==> src/rtl/multi_motor_pwm_ramp.sv <==
// Multi-channel motor PWM driver with per-period slew limiting, protected
// direction reversal (brake, dead time, flip) and a global emergency stop.
module multi_motor_pwm_ramp #(
    parameter int CHANNELS     = 2,
    parameter int DUTY_W       = 10,
    parameter int PERIOD       = 4000,
    parameter int RAMP_STEP    = 8,
    parameter int DEAD_PERIODS = 4
) (
    input  logic                         clk,
    input  logic                         reset,
    input  logic [CHANNELS*DUTY_W-1:0]   target_duty,
    input  logic [CHANNELS-1:0]          target_dir,
    input  logic                         load,
    input  logic                         estop,
    output logic [CHANNELS-1:0]          pwm,
    output logic [CHANNELS-1:0]          dir,
    output logic [CHANNELS-1:0]          at_target,
    output logic                         period_start
);

    localparam int CW  = (PERIOD > 1) ? $clog2(PERIOD) : 1;
    localparam int PW  = $clog2(PERIOD + 1);
    localparam int DCW = (DEAD_PERIODS > 0) ? $clog2(DEAD_PERIODS + 1) : 1;

    localparam logic [CW-1:0]     CNT_LAST  = CW'(PERIOD - 1);
    localparam logic [PW-1:0]     PERIOD_L  = PW'(PERIOD);
    localparam logic [DUTY_W:0]   STEP      = (DUTY_W + 1)'(RAMP_STEP);
    localparam logic [DCW-1:0]    DEAD_INIT = DCW'(DEAD_PERIODS);

    typedef enum logic [1:0] {
        RUN   = 2'd0,
        BRAKE = 2'd1,
        DEAD  = 2'd2
    } state_t;

    logic [CW-1:0]     cnt;
    logic              boundary;

    logic [DUTY_W-1:0] tgt_duty   [CHANNELS];
    logic [CHANNELS-1:0] tgt_dir;

    logic [DUTY_W-1:0] cur_duty   [CHANNELS];
    logic [DUTY_W-1:0] cur_next   [CHANNELS];
    logic [CW-1:0]     thresh     [CHANNELS];
    logic [CW-1:0]     thresh_next[CHANNELS];
    state_t            state      [CHANNELS];
    state_t            state_next [CHANNELS];
    logic [DCW-1:0]    dcnt       [CHANNELS];
    logic [DCW-1:0]    dcnt_next  [CHANNELS];
    logic [CHANNELS-1:0] dir_next;
    logic [CHANNELS-1:0] pwm_next;

    assign boundary = (cnt == CNT_LAST);

    // Step cur toward tgt by at most RAMP_STEP; one spare bit catches wrap.
    function automatic logic [DUTY_W-1:0] ramp_toward(input logic [DUTY_W-1:0] cur,
                                                      input logic [DUTY_W-1:0] tgt);
        logic [DUTY_W:0] up;
        logic [DUTY_W:0] down;
        up   = {1'b0, cur} + STEP;
        down = {1'b0, cur} - STEP;
        if (cur < tgt)
            ramp_toward = (up > {1'b0, tgt}) ? tgt : up[DUTY_W-1:0];
        else if (cur > tgt)
            ramp_toward = (down[DUTY_W] || (down[DUTY_W-1:0] < tgt)) ? tgt : down[DUTY_W-1:0];
        else
            ramp_toward = cur;
    endfunction

    // Full-width product before the shift, so max duty still lands below PERIOD.
    function automatic logic [CW-1:0] duty_to_thresh(input logic [DUTY_W-1:0] duty);
        logic [DUTY_W+PW-1:0] prod;
        prod = {{PW{1'b0}}, duty} * {{DUTY_W{1'b0}}, PERIOD_L};
        duty_to_thresh = CW'(prod >> DUTY_W);
    endfunction

    // NOTE: every variable gets its hold value before any branch, so no path
    // leaves one unassigned and no latch is inferred.
    always_comb begin
        for (int i = 0; i < CHANNELS; i++) begin
            state_next[i]  = state[i];
            cur_next[i]    = cur_duty[i];
            dcnt_next[i]   = dcnt[i];
            dir_next[i]    = dir[i];
            thresh_next[i] = thresh[i];
            pwm_next[i]    = !estop && (cnt < thresh[i]);

            if (estop) begin
                state_next[i]  = DEAD;
                cur_next[i]    = '0;
                dcnt_next[i]   = DEAD_INIT;
                thresh_next[i] = '0;
            end else if (boundary) begin
                case (state[i])
                    RUN: begin
                        if (tgt_dir[i] != dir[i])
                            state_next[i] = BRAKE;
                        else
                            cur_next[i] = ramp_toward(cur_duty[i], tgt_duty[i]);
                    end
                    BRAKE: begin
                        if (tgt_dir[i] == dir[i]) begin
                            state_next[i] = RUN;
                        end else begin
                            cur_next[i] = ramp_toward(cur_duty[i], '0);
                            if (cur_next[i] == '0) begin
                                state_next[i] = DEAD;
                                dcnt_next[i]  = DEAD_INIT;
                            end
                        end
                    end
                    DEAD: begin
                        cur_next[i] = '0;
                        if (dcnt[i] <= DCW'(1)) begin
                            dir_next[i]   = tgt_dir[i];
                            state_next[i] = RUN;
                        end else begin
                            dcnt_next[i] = dcnt[i] - DCW'(1);
                        end
                    end
                    default: state_next[i] = RUN;
                endcase
                thresh_next[i] = duty_to_thresh(cur_next[i]);
            end
        end
    end

    always_comb begin
        for (int i = 0; i < CHANNELS; i++)
            at_target[i] = (state[i] == RUN) && (cur_duty[i] == tgt_duty[i]) &&
                           (dir[i] == tgt_dir[i]);
    end

    // NOTE: all state here is a handful of flops per channel, so every array
    // element is reset; non-blocking assignments keep the update order-free.
    always_ff @(posedge clk or posedge reset) begin
        if (reset) begin
            cnt          <= '0;
            period_start <= 1'b0;
            pwm          <= '0;
            dir          <= '0;
            tgt_dir      <= '0;
            for (int i = 0; i < CHANNELS; i++) begin
                tgt_duty[i] <= '0;
                cur_duty[i] <= '0;
                thresh[i]   <= '0;
                state[i]    <= RUN;
                dcnt[i]     <= '0;
            end
        end else begin
            cnt          <= boundary ? '0 : cnt + CW'(1);
            period_start <= (cnt == '0);
            pwm          <= pwm_next;
            dir          <= dir_next;
            if (load)
                tgt_dir <= target_dir;
            for (int i = 0; i < CHANNELS; i++) begin
                if (load)
                    tgt_duty[i] <= target_duty[i*DUTY_W +: DUTY_W];
                cur_duty[i] <= cur_next[i];
                thresh[i]   <= thresh_next[i];
                state[i]    <= state_next[i];
                dcnt[i]     <= dcnt_next[i];
            end
        end
    end

endmodule
==> config.mk <==
export PLATFORM = sky130hd
export DESIGN_NAME = multi_motor_pwm_ramp
export DESIGN_NICKNAME = d
export VERILOG_FILES = /design/src/rtl/multi_motor_pwm_ramp.sv
export SDC_FILE = /design/constraint.sdc
export NUM_CORES = 1
export LEC_CHECK = 0
export BUFFER_PORTS_ARGS = -buffer_cell sky130_fd_sc_hd__buf_2
export CORE_MARGIN = 10
export CORE_UTILIZATION = 55
export CTS_CLUSTER_SIZE = 14
export DETAILED_ROUTE_END_ITERATION = 7
export PLACE_DENSITY_LB_ADDON = 0.1
export SETUP_SLACK_MARGIN = 0.4
export SYNTH_ARGS = -nofsm -noshare
export SYNTH_HDL_FRONTEND = slang
export SYNTH_SLANG_ARGS = --single-unit
==> constraint.sdc <==
create_clock -name clk -period 7.1 [get_ports clk]
set_input_delay 0.71 -clock clk [delete_from_list [all_inputs] [get_ports clk]]
set_output_delay 0.71 -clock clk [all_outputs]
set_load 0.02 [all_outputs]
==> impl_metrics.toml <==
[status]
status = "complete, no violations"

[global_route]
grt-ovfl-total = 0
grt_pass1_wl_mm = 48.4
antenna_found_initial = 0
gr-usage-all-layers_pct = 22.6
grt_max_degree = 69
grt_pass1_vias = 9762

[placement]
place_hpwl_mm = 20.7
portBuffers = 32
postPlaceCellArea_sq_um = 11700
gp_congestion = 0.929
pre_cts_slack_ps = -128

[setup_path]
cp_max_fo = 5
crit_path_end_kind = "register"
crit_path_start_kind = "register"
cp.arrival_ps = 7370
path_class = "register to register"
r2r_setup_slack_ps = 3
reg2reg_from = "cur_duty[3]"
ff2ff_path_depth = 30
worstPathRequired_ps = 7370
cpMostUsedCell = "fa_1"
cp_top_family = "adder cells"
r2r-end = "thresh[9]"
critPathSlowestCell = "fa_1"
path_buf_inv = 5
cpPeakStageDelay_ps = 560

[drt]
via_count = 9926
viasPerCell = 5.90
routed_wl_mm = 31.7
wire_per_inst_um = 18.8
route.detailed.drc = 0
antenna_left = 0
firstDrtPassIters = 6
drt_iter0_drc = 665

[pwr]
ir_worst_vdd_mv = 0.113
combPwrFrac_pct = 11.6
sw_frac_of_total_pct = 26.7
p_seq_share_pct = 42.9
p_leak_nw = 6.69
total_power_mw = 1.28
p_sw_mw = 0.343
p_clk_share_pct = 45.5
power_density_nw_per_um2 = 94.3
internal-power_mw = 0.942

[yosys]
syn_nets = 1470
async_reset_ff_share_pct = 100
synth.top_cell.area_share_pct = 22.0
synthCells = 1230
synth_edf_count = 0
syn_area_sq_um = 10600
synth_common_cells = "inv_1, ha_1, nand2_1, dfrtp_1, nor2_1"
yosys-top-cells-area = "dfrtp_1, ha_1, fa_1"
yosys_warnings = 0
synth_ff_type = "dfrtp_1"
synth_top_area_cell = "dfrtp_1"
yosys_register_bits = 93
seq_area_frac_synth_pct = 22.0
avgSynthCellArea_sq_um = 8.61
ys_types = 81
synth.most_common_cell = "inv_1"

[finish]
nNetsFinal = 1657
final_area_sq_um = 13600
syn_to_final_growth_pct = 28.7
drive_above_1_share_pct = 27.9
post-route-util_pct = 72.4
diodes = 0

[timing]
tightest_slew_ps = 937
skew_ps = 15.0
timing.fmax_ghz = 0.141
rsz0062_at_grt = "true"
maxSlewHeadroom_pct = 37.5
setup_viol = 0
layout_setup_ws_ps = 3.48
period_needed_ps = 7100
final_max_slew_viol_count = 0
hold_viol_final = 0
fin_crit_sh_pct = 100

[clock_tree]
cts_buffers = 9
ctsHoldBuffers = 0
cts_tree = "yes"
clk_pin_slew_ps = 80
clockBufferDepth = 2
clkSinkCount = 93
clk_latency_ps = 360
clockRootBuffer = "clkbuf_16"
h-tree-depth = 3

[min_path]
holdCritPathClass = "primary input to asynchronous set/reset pin"

[floorplan]
start_util_pct = 56.3
pin_count = 33
core_area_sq_um = 18800
die-area_sq_um = 25200
rows = 50
die_x_um = 159
die_y_um = 159

[job]
max-cap-violations = 0
==> repair_timing <==
action	4_1_cts	5_1_grt
endpoints found under the setup margin	14	19
endpoints found under the hold margin	0	0
setup buffers	68	32
gates resized for setup	70	103
pin swaps	52	89
==> cells in the final DEF, fill, tap and decap left out, drive strengths merged, types with 6 or more instances in the layout <==
cell type	instances
fa	56
nand2b	11
a211oi	27
xnor2	31
mux2i	15
nand4	14
mux2	8
nor3	19
ha	158
buf	220
nor2	82
or2	6
a21oi	75
a31oi	6
nor2b	11
inv	167
o211ai	7
dfrtp	93
a21o	31
and3	11
nand3	24
nand2	116
o31ai	6
nor4	7
o21a	6
clkbuf	9
or3	11
a22oi	6
xor2	28
o22ai	9
o21ai	72
==> cell families (layout without fill, tap and decap cells) <==
logic type / count (synthesis) / after routing / share of synthesized area [%]
AOI/OAI and AO/OA: 295 / 295 / 18.8
xor gates and xnor gates: 59 / 59 / 4.88
adders and majority gates: 214 / 214 / 29.2
buffers and inverters: 209 / 401 / 7.52
DFF: 93 / 93 / 22.0
muxes: 23 / 23 / 2.34
and+or+nand+nor: 337 / 337 / 15.2
==> layout make-up <==
| cell class | count | area [sq um] |
|---|---|---|
| Multi-Input combinational cell | 928 | 8260 |
| Fill cell | 1388 | 5200 |
| Sequential cell | 93 | 2330 |
| Timing Repair Buffer | 220 | 1720 |
| Inverter | 165 | 639 |
| Tap cell | 260 | 325 |
| Clock buffer | 9 | 225 |
| Clock inverter | 7 | 120 |
==> state kept, by name, indices dropped and copies added, names as in the netlist, 4 cells and up <==
register and cells:
cur_duty 20, cnt 12, dcnt 6, state 4, thresh 24, tgt_duty 20
==> stage by stage <==
stage,setup TNS (ps),instances,hold WS (ps)
5_1_grt,-1750,1682,337
3_5_place_dp,-457,1566,475
4_1_cts,0,1650,327
6_report,0,1682,322
2_1_floorplan,0,1230,450
3_3_place_gp,0,1566,464
==> routing by layer <==
layer,vias up,track usage [%],wire length [um]
met5,-,0,0
met4,0,7.65,1300
met3,141,3.74,1620
met2,383,38.3,15600
met1,4772,28.6,13200
li1,4630,-,-
==> worst max-delay path by stage <==
stage | startpoint | to | slack (ps) | cells past startpoint
2_1_floorplan | cur_duty[13] | thresh[23] | 300 | 34
3_3_place_gp | cur_duty[13] | thresh[23] | 80 | 34
3_5_place_dp | cur_duty[13] | thresh[23] | -130 | 32
4_1_cts | cur_duty[15] | thresh[23] | 120 | 32
5_1_grt | cur_duty[15] | thresh[23] | -270 | 30
6_report | cur_duty[3] | thresh[9] | 3 | 30
==> power by group through the flow <==
stage	combinational (mW)	clock (mW)	sequential, mW
5_1_grt	0.166	0.613	0.552
4_1_cts	0.136	0.592	0.550
2_1_floorplan	0.0896	0	0.557
3_5_place_dp	0.130	0	0.561
6_report	0.150	0.585	0.551
3_3_place_gp	0.128	0	0.560
Note: power is estimated with default switching activity, not from simulation.
